[src/rtl/uart_pkg.sv]
// Shared UART definitions: receiver state encoding and default frame/timing constants.
package uart_pkg;

  localparam int unsigned DATA_BITS   = 8;
  localparam int unsigned MIN_DIV     = 16;
  localparam int unsigned SYNC_STAGES = 2;
  localparam int unsigned CNT_W       = 16;

  typedef enum logic [2:0] {
    ST_IDLE  = 3'd0,
    ST_START = 3'd1,
    ST_DATA  = 3'd2,
    ST_STOP  = 3'd3,
    ST_BREAK = 3'd4
  } rx_state_t;

endpackage

[src/rtl/uart_sync.sv]
// Multi-flop synchronizer for an asynchronous single-bit input; flops reset to the line idle level.
module uart_sync #(
  parameter int unsigned STAGES  = uart_pkg::SYNC_STAGES,
  parameter logic        RST_VAL = 1'b1
) (
  input  logic clk,
  input  logic rst,
  input  logic d_i,
  output logic q_o
);

  logic [STAGES-1:0] sync_q;

  always_ff @(posedge clk or posedge rst) begin
    if (rst) begin
      sync_q <= {STAGES{RST_VAL}};
    end else begin
      sync_q <= {sync_q[STAGES-2:0], d_i};
    end
  end

  assign q_o = sync_q[STAGES-1];

endmodule

[src/rtl/uart_rx_core.sv]
// UART receiver: mid-bit sampling, LSB-first payload, frame-error/break handling and a one-deep holding register.
module uart_rx_core #(
  parameter int unsigned DATA_BITS = uart_pkg::DATA_BITS,
  parameter int unsigned MIN_DIV   = uart_pkg::MIN_DIV
) (
  input  logic                 clk,
  input  logic                 rst,
  input  logic [15:0]          baud_div,
  input  logic                 rx,
  output logic [DATA_BITS-1:0] rx_data,
  output logic                 rx_valid,
  input  logic                 rx_ack,
  output logic                 frame_err,
  output logic                 overrun,
  output logic                 busy
);

  import uart_pkg::*;

  localparam int unsigned BIT_W = $clog2(DATA_BITS + 1);

  rx_state_t             state_q, state_d;
  logic [CNT_W-1:0]      cnt_q, cnt_d;
  logic [CNT_W-1:0]      div_q, div_d;
  logic [BIT_W-1:0]      bit_q, bit_d;
  logic [DATA_BITS-1:0]  shift_q, shift_d;
  logic [DATA_BITS-1:0]  rx_data_q, rx_data_d;
  logic                  rx_valid_q, rx_valid_d;
  logic                  frame_err_q, frame_err_d;
  logic                  overrun_q, overrun_d;
  logic                  busy_q, busy_d;

  logic                  rxs;
  logic [CNT_W-1:0]      div_eff_c;
  logic                  tick_c;
  logic                  last_bit_c;
  logic                  done_c;
  logic                  ferr_c;

  uart_sync #(
    .STAGES  (SYNC_STAGES),
    .RST_VAL (1'b1)
  ) u_sync (
    .clk (clk),
    .rst (rst),
    .d_i (rx),
    .q_o (rxs)
  );

  assign div_eff_c  = (baud_div < CNT_W'(MIN_DIV)) ? CNT_W'(MIN_DIV) : baud_div;
  assign tick_c     = (cnt_q == '0);
  assign last_bit_c = (bit_q == BIT_W'(DATA_BITS - 1));
  assign done_c     = (state_q == ST_STOP) && tick_c && rxs;
  assign ferr_c     = (state_q == ST_STOP) && tick_c && !rxs;

  always_ff @(posedge clk or posedge rst) begin
    if (rst) begin
      state_q <= ST_IDLE;
    end else begin
      state_q <= state_d;
    end
  end

  always_comb begin
    state_d = state_q;
    unique case (state_q)
      ST_IDLE:  if (!rxs) state_d = ST_START;
      ST_START: if (tick_c) state_d = rxs ? ST_IDLE : ST_DATA;
      ST_DATA:  if (tick_c && last_bit_c) state_d = ST_STOP;
      ST_STOP:  if (tick_c) state_d = rxs ? ST_IDLE : ST_BREAK;
      ST_BREAK: if (rxs) state_d = ST_IDLE;
      default:  state_d = ST_IDLE;
    endcase
  end

  // Bit timing: down-counter reloaded at every sample point, so it never wraps.
  always_comb begin
    cnt_d   = cnt_q;
    div_d   = div_q;
    bit_d   = bit_q;
    shift_d = shift_q;
    unique case (state_q)
      ST_IDLE: begin
        cnt_d = '0;
        if (!rxs) begin
          div_d = div_eff_c;
          cnt_d = (div_eff_c >> 1) - CNT_W'(1);
          bit_d = '0;
        end
      end
      ST_START, ST_STOP: begin
        cnt_d = tick_c ? div_q - CNT_W'(1) : cnt_q - CNT_W'(1);
        if (tick_c && state_q == ST_STOP) cnt_d = '0;
      end
      ST_DATA: begin
        if (tick_c) begin
          cnt_d   = div_q - CNT_W'(1);
          shift_d = {rxs, shift_q[DATA_BITS-1:1]};
          bit_d   = bit_q + BIT_W'(1);
        end else begin
          cnt_d = cnt_q - CNT_W'(1);
        end
      end
      ST_BREAK: cnt_d = '0;
      default:  cnt_d = '0;
    endcase
  end

  always_comb begin
    rx_data_d   = rx_data_q;
    rx_valid_d  = rx_valid_q;
    overrun_d   = overrun_q;
    frame_err_d = ferr_c;
    busy_d      = (state_d != ST_IDLE);
    if (done_c) begin
      rx_data_d  = shift_q;
      rx_valid_d = 1'b1;
      if (rx_valid_q && !rx_ack) overrun_d = 1'b1;
      else if (rx_valid_q)       overrun_d = 1'b0;
    end else if (rx_valid_q && rx_ack) begin
      rx_valid_d = 1'b0;
      overrun_d  = 1'b0;
    end
  end

  always_ff @(posedge clk or posedge rst) begin
    if (rst) begin
      cnt_q       <= '0;
      div_q       <= '0;
      bit_q       <= '0;
      shift_q     <= '0;
      rx_data_q   <= '0;
      rx_valid_q  <= 1'b0;
      frame_err_q <= 1'b0;
      overrun_q   <= 1'b0;
      busy_q      <= 1'b0;
    end else begin
      cnt_q       <= cnt_d;
      div_q       <= div_d;
      bit_q       <= bit_d;
      shift_q     <= shift_d;
      rx_data_q   <= rx_data_d;
      rx_valid_q  <= rx_valid_d;
      frame_err_q <= frame_err_d;
      overrun_q   <= overrun_d;
      busy_q      <= busy_d;
    end
  end

  assign rx_data   = rx_data_q;
  assign rx_valid  = rx_valid_q;
  assign frame_err = frame_err_q;
  assign overrun   = overrun_q;
  assign busy      = busy_q;

endmodule

[config.mk]
export PLATFORM = sky130hd
export DESIGN_NAME = uart_rx_core
export DESIGN_NICKNAME = d
export VERILOG_FILES = /design/src/rtl/uart_pkg.sv /design/src/rtl/uart_sync.sv /design/src/rtl/uart_rx_core.sv
export SDC_FILE = /design/constraint.sdc
export NUM_CORES = 1
export LEC_CHECK = 0
export ABC_AREA = 1
export BUFFER_PORTS_ARGS = -buffer_cell sky130_fd_sc_hd__buf_4
export CORE_MARGIN = 4
export CORE_UTILIZATION = 41
export DETAILED_ROUTE_END_ITERATION = 10
export HOLD_SLACK_MARGIN = 0.08
export SLEW_MARGIN = 20
export SYNTH_ARGS = -nofsm -noshare
export SYNTH_HDL_FRONTEND = slang
export SYNTH_HIERARCHICAL = 1
export SYNTH_SLANG_ARGS = --single-unit
[constraint.sdc]
create_clock -name clk -period 2 [get_ports clk]
set_clock_uncertainty 0.15 [all_clocks]
set_input_delay 0.4 -clock clk [delete_from_list [all_inputs] [get_ports clk]]
set_output_delay 0.4 -clock clk [all_outputs]
set_load 0.03 [all_outputs]
==> flow_summary.json, run 1 <==
{
  "rows": 33,
  "crit_arrival_ns": 2.19,
  "ys_warn_count": 6,
  "min_period_ns": 2.12,
  "period_share_pct": 106,
  "ff2ff_setup_slack_ns": -0.12,
  "status": "finished, violations left",
  "grt_pass1_wl_mm": 14.7,
  "drc": 0,
  "regArea_um2": 1530,
  "grt_max_degree": 60,
  "endpoint_kind": "flip-flop",
  "synth-simple-area-share_pct": 34.4,
  "synth_compound_area_share_pct": 10.5,
  "synthCells": 468,
  "r2r_end": "cnt_q[15]$_DFF_PP0_",
  "synth_mux_area_share_pct": 0,
  "synthesis.area_um2": 3530,
  "whs_path_depth": 3,
  "root_buffer": "clkbuf_8",
  "clkTransAtPathRegs_ns": 0.08,
  "clock-sinks": 61,
  "startpoint_type": "flip-flop",
  "routed_wl_mm": 8.56,
  "cellLeakagePower_nw": 2.30,
  "cts_tree": "built",
  "multi_input_comb_area_um2": 1840,
  "drtIter0Drc": 166,
  "irDropWorstVdd_mv": 0.340,
  "die_w_um": 101,
  "cp.required_ns": 2.08,
  "timing.final.ws_setup_ns": -0.115,
  "powerDensity_nw_per_um2": 797,
  "synth_top_area_share_pct": 41.8,
  "post-route-util_pct": 56.9,
  "area.growth.synth_to_final_pct": 33.8,
  "yosysUniqueCellTypes": 39,
  "final_cell_area_um2": 4720,
  "drive_above_1_share_pct": 31.4,
  "cts_buffer_depth": 2,
  "violations": "negative setup slack",
  "setup_viol_count_final": 15,
  "hold-worst-slack_ns": 0.140,
  "ys.flop_type": "dfrtp_1",
  "yosysTopAreaCell": "dfrtp_1",
  "wl_per_cell_um": 12.7,
  "crit_fanout": 8,
  "criticalPathCategory": "flip-flop to flip-flop",
  "yosys.cell_count.top_type": "nand2_1",
  "max_freq_mhz": 473,
  "die_area_um2": 10200,
  "boundaryPins": 32,
  "drtPass1Iterations": 6,
  "hold_violations": 0,
  "min_to": "div_q[0]$_DFFE_PP0P_",
  "diodes": 0,
  "r2r-start": "cnt_q[6]$_DFF_PP0_",
  "gp_congestion": 0.861,
  "maxCapViolations": 0,
  "grt.total_usage_pct": 18.1,
  "synth_xor_area_share_pct": 1.49,
  "synth_area_leaders": "dfrtp_1, nand2_1, nand3_1",
  "synth_fa_ha_area_share_pct": 1.06,
  "nFillCells": 783,
  "fin_setup_tns_ns": -0.920,
  "hp-start": "baud_div[0]",
  "grt_pass1_vias": 3205,
  "viasPerCell": 4.82,
  "synthArstFlopShare_pct": 100,
  "synth_common_cells": "nand2_1, dfrtp_1, inv_1, nor2_1, nand3_1",
  "rsz0062_at_grt": "true",
  "dieHeight_um": 101,
  "numCtsBuffers": 9,
  "coreArea_um2": 8300,
  "dr_total_vias": 3240,
  "synth-seq-cells": 61,
  "clk_latency_ns": 0.35,
  "syn_nets": 491,
  "dp_hpwl_mm": 6.39,
  "io_buffer_count": 31,
  "htree_levels": 3,
  "dpl_cell_area_um2": 4290,
  "place_ws_ns": -0.239,
  "worstMarginPinSlew_ns": 0.417,
  "slew_headroom_pct": 72.2,
  "synth_top_family_by_area": "simple AND/OR/NAND/NOR gates",
  "worstRegToRegCells": 15,
  "antenna_found_initial": 0,
  "overflow": 0,
  "initial_core_util_pct": 42.5,
  "synth.avg_cell_area_um2": 7.54,
  "synth_edf_count": 0,
  "ant_nets": 0,
  "hold_path.class": "input pin to flip-flop",
  "slew_viol_final": 0,
  "ys_seq_area_share_pct": 43.3,
  "final_nets": 585
}
critical path, stage by stage, from the launching register on:
cell     delay [ns]
dfrtp_1        0.39
nor2_2         0.04
nand2_1        0.11
nor2_4         0.07
buf_4          0.14
nand2_4        0.15
buf_4          0.19
nand2_1        0.08
nand2_2        0.12
nand2_4        0.07
nor2_4         0.15
nand2_2        0.08
nor2_2         0.10
nand2_1        0.06
nand2_1        0.05
nor2_1         0.04
how the worst max path moves through the flow:
stage / startpoint / to
after floorplan: baud_div[9] / cnt_q[12]$_DFF_PP0_
after global placement: baud_div[13] / cnt_q[14]$_DFF_PP0_
after detailed placement: baud_div[13] / cnt_q[14]$_DFF_PP0_
after CTS: cnt_q[12]$_DFF_PP0_ / cnt_q[10]$_DFF_PP0_
after global routing: cnt_q[8]$_DFF_PP0_ / cnt_q[15]$_DFF_PP0_
final: cnt_q[6]$_DFF_PP0_ / cnt_q[15]$_DFF_PP0_
cell usage in the layout, fill, tap and decap left out, types with 5 or more instances in the layout:
master    instances
nand2_1         114
buf_4            83
dfrtp_1          59
inv_1            54
nand3_1          40
nor2_1           38
o21ai_0          31
nor2_4           17
nand2_2          16
o21ai_1          13
clkbuf_8         10
a21oi_1           8
nand3b_1          8
nor2_2            7
xor2_1            6
inv_2             5
nand4_1           5
buf_6             5
sequential cells by signal (all words and copies together), names as in the netlist:
signal and count:
bit_q 4, cnt_q 16, div_q 16, frame_err 1, shift_q 8, busy 1
state_q 3, rx_data 8, overrun 1, rx_valid 1, u_sync/sync_q 2
per-layer routing:
layer,share of wire (%),GRT usage [%],up-vias
met1,49,25.4,1493
met2,47,28.7,53
met4,1.1,5.39,0
met3,3.1,2.98,8
met5,0,0,-
li1,-,-,1686
cell families (layout without fill, tap and decap cells):
family,count (synthesis),count (layout)
AOI/OAI and AO/OA,65,65
xor gates and xnor gates,6,6
adders and majority gates,3,3
buffers and inverters,74,173
DFF,61,61
and+or+nand+nor,259,259
metrics by stage:
stage	instances	power, mW
after floorplan	468	2.12
after global placement	647	2.49
after detailed placement	647	2.50
after CTS	667	3.69
after global routing	672	4.01
final	672	3.76
power breakdown:
| group | internal [mW] | switching [mW] | leakage (nW) | total [mW] |
|---|---|---|---|---|
| logic | 0.504 | 0.668 | 1.43 | 1.17 |
| clock network | 0.618 | 0.531 | 0.107 | 1.15 |
| registers | 1.36 | 0.0797 | 0.761 | 1.44 |
repair_timing:
item | in CTS | in global routing
setup buffers | 1 | 4
pin swaps | 13 | 16
resized for setup | 8 | 33
hold endpoints to repair | 64 | 0
gates cloned | 0 | 1
endpoints found under the setup margin | 23 | 26
hold buffers | 3 | 0
area by class of cell:
class,instances,share of cell area (%)
Multi-Input combinational cell,333,38.9
Sequential cell,61,32.4
Timing Repair Buffer,94,16.3
Inverter,62,5.09
Clock buffer,10,2.91
Tap cell,105,2.78
Clock inverter,6,1.48
Timing Repair inverter,1,0.159
Note: power is estimated with default switching activity, not from simulation.
==> run 2: changes to the inputs <==
--- a/config.mk
+++ b/config.mk
@@ -7,10 +7,13 @@
 export LEC_CHECK = 0
 export ABC_AREA = 1
 export BUFFER_PORTS_ARGS = -buffer_cell sky130_fd_sc_hd__buf_4
+export CELL_PAD_IN_SITES_DETAIL_PLACEMENT = 1
+export CELL_PAD_IN_SITES_GLOBAL_PLACEMENT = 2
 export CORE_MARGIN = 4
-export CORE_UTILIZATION = 41
+export CORE_UTILIZATION = 31
 export DETAILED_ROUTE_END_ITERATION = 10
 export HOLD_SLACK_MARGIN = 0.08
+export PLACE_DENSITY_LB_ADDON = 0.1
 export SLEW_MARGIN = 20
 export SYNTH_ARGS = -nofsm -noshare
 export SYNTH_HDL_FRONTEND = slang
==> run 2 against run 1 <==
Against the previous run: the flow still finishes with violations (negative setup slack); count of clock-buffer cells in the layout is 1 higher; first-iteration DRC count is 24% lower; via count is 3.2% higher; global-route usage is 0.48 points lower; final cell count is 5.5% higher; critical path type unchanged; largest power group is now clock.
==> flow_summary.json, run 2 (synthesized netlist as in run 1, its figures left out) <==
{
  "die_w_um": 115,
  "dieHeight_um": 115,
  "cp_num_buf_inv": 3,
  "drtPass1Iterations": 4,
  "initial_core_util_pct": 32.1,
  "clkTransAtPathRegs_ns": 0.05,
  "final_nets": 587,
  "status": "finished, violations left",
  "power_mw": 4.22,
  "grt.total_usage_pct": 17.6,
  "r2r-start": "cnt_q[5]$_DFF_PP0_",
  "routed_wl_mm": 10.8,
  "slew_viol_final": 0,
  "cellLeakagePower_nw": 2.39,
  "layout_commonest_cell": "nand2_1",
  "grt_pass1_wl_mm": 17.9,
  "hold-worst-slack_ns": 0.154,
  "die_area_um2": 13200,
  "irDropWorstVdd_mv": 0.428,
  "maxCapViolations": 0,
  "top_regs": "cnt_q x16, div_q x16",
  "diodes": 0,
  "wl_per_cell_um": 15.2,
  "violations": "negative setup slack",
  "coreArea_um2": 11000,
  "min_period_ns": 2.09,
  "cp.required_ns": 2.06,
  "cp_cell_sequence": "nor2_1 > nand2_1 > nor2_4 > nand2_4 > nor2_4 > inv_2 > a21oi_4 > buf_4 > clkinvlp_4 > nand3_1 > nand2_1",
  "timing.final.ws_setup_ns": -0.0949,
  "final_cell_area_um2": 5020,
  "criticalPathCategory": "flip-flop to flip-flop",
  "cts_buffer_depth": 2,
  "hold_path.class": "input pin to flip-flop",
  "powerDensity_nw_per_um2": 840,
  "grt_pass1_vias": 3540,
  "grt_max_degree": 60,
  "nFillCells": 1333,
  "crit_arrival_ns": 2.16,
  "clk_latency_ns": 0.34,
  "critPathLaunch": "cnt_q[5]$_DFF_PP0_",
  "antenna_found_initial": 0,
  "startpoint_type": "flip-flop",
  "max_freq_mhz": 477,
  "drc": 0,
  "crit_fanout": 5,
  "period_share_pct": 105,
  "viasPerCell": 4.72,
  "boundaryPins": 32,
  "fin_setup_tns_ns": -1.11,
  "dp.cells": 673,
  "worstMarginPinSlew_ns": 0.384,
  "crit_family": "simple AND/OR/NAND/NOR gates",
  "area.growth.synth_to_final_pct": 42.3,
  "dp_hpwl_mm": 8.01,
  "drtIter0Drc": 126,
  "dr_total_vias": 3343,
  "endpoint_kind": "flip-flop",
  "ant_nets": 0,
  "layout_common_cells": "nand2_1, buf_4, dfrtp_1",
  "rows": 38,
  "numCtsBuffers": 9,
  "dpl_cell_area_um2": 4260,
  "hp-start": "baud_div[0]",
  "rsz0062_at_grt": "true",
  "cts_tree": "built",
  "overflow": 0,
  "slew_headroom_pct": 74.3,
  "slowest_stage": "dfrtp_1",
  "cpPeakStageDelay_ns": 0.40,
  "hold_violations": 0,
  "root_buffer": "clkbuf_16",
  "final_cell_count_no_fill": 709,
  "setup_viol_count_final": 25,
  "htree_levels": 3,
  "drive_above_1_share_pct": 35.5,
  "io_buffer_count": 31,
  "clock-sinks": 61,
  "gp_congestion": 0.741
}
-- run 2: where the power goes --
| group | internal, mW | switching [mW] | total, mW |
|---|---|---|---|
| combinational | 0.462 | 0.729 | 1.19 |
| sequential | 1.37 | 0.0779 | 1.44 |
| clock | 1.00 | 0.583 | 1.58 |
| total | 2.83 | 1.39 | 4.22 |
-- run 2: stage by stage --
stage	setup slack, ns	util (%)
after global routing	-0.236	45.7
after global placement	-0.283	38.8
final	-0.0949	45.7
after detailed placement	-0.400	38.8
after CTS	-0.126	43.9
after floorplan	-0.00406	-
-- run 2: path summary, 6_finish.rpt --
kind | endpoint | slack [ns] | cells past startpoint
max | cnt_q[11]$_DFF_PP0_ | -0.09 | 11
min | div_q[0]$_DFFE_PP0P_ | 0.15 | 3
max reg2reg | cnt_q[11]$_DFF_PP0_ | -0.09 | 11
min reg2reg | u_sync/sync_q[1]$_DFF_PP1_ | 0.21 | 0
max in group asynchronous | cnt_q[15]$_DFF_PP0_ | 0.86 | 4
min in group asynchronous | u_sync/sync_q[1]$_DFF_PP1_ | 0.52 | 3
-- run 2: worst min-delay path: cells and delay by family --
| family | cells | cell delay [ns] |
|---|---|---|
| simple gates | 1 | 0.06 |
| buf+inv | 1 | 0.08 |
| compound gates | 1 | 0.06 |
-- run 2: repair_timing --
action                                  in CTS  in global routing
gates cloned                                 2                  1
setup buffers                                8                  7
resized for setup                           37                 39
hold buffers                                 2                  1
hold endpoints to repair                    62                  1
endpoints found under the setup margin      22                 35
pin swaps                                   15                 13
-- run 2: metal layers --
metal	track usage, %	wire length (um)	vias to the layer above
met3	2.43	333	11
li1	-	-	1693
met1	25.5	5510	1592
met4	5.94	155	0
met5	0	0	-
met2	26.9	4810	47
-- run 2: layout make-up --
type	count	area (um^2)	area share (%)
clock inverters	5	58.8	1.17
repair inverters	1	7.51	0.150
repair buffers	96	831	16.5
inverters	62	244	4.86
flip-flops and latches	61	1530	30.5
multi-input cells	333	1930	38.5
well taps	140	175	3.49
clock buffers	11	243	4.83
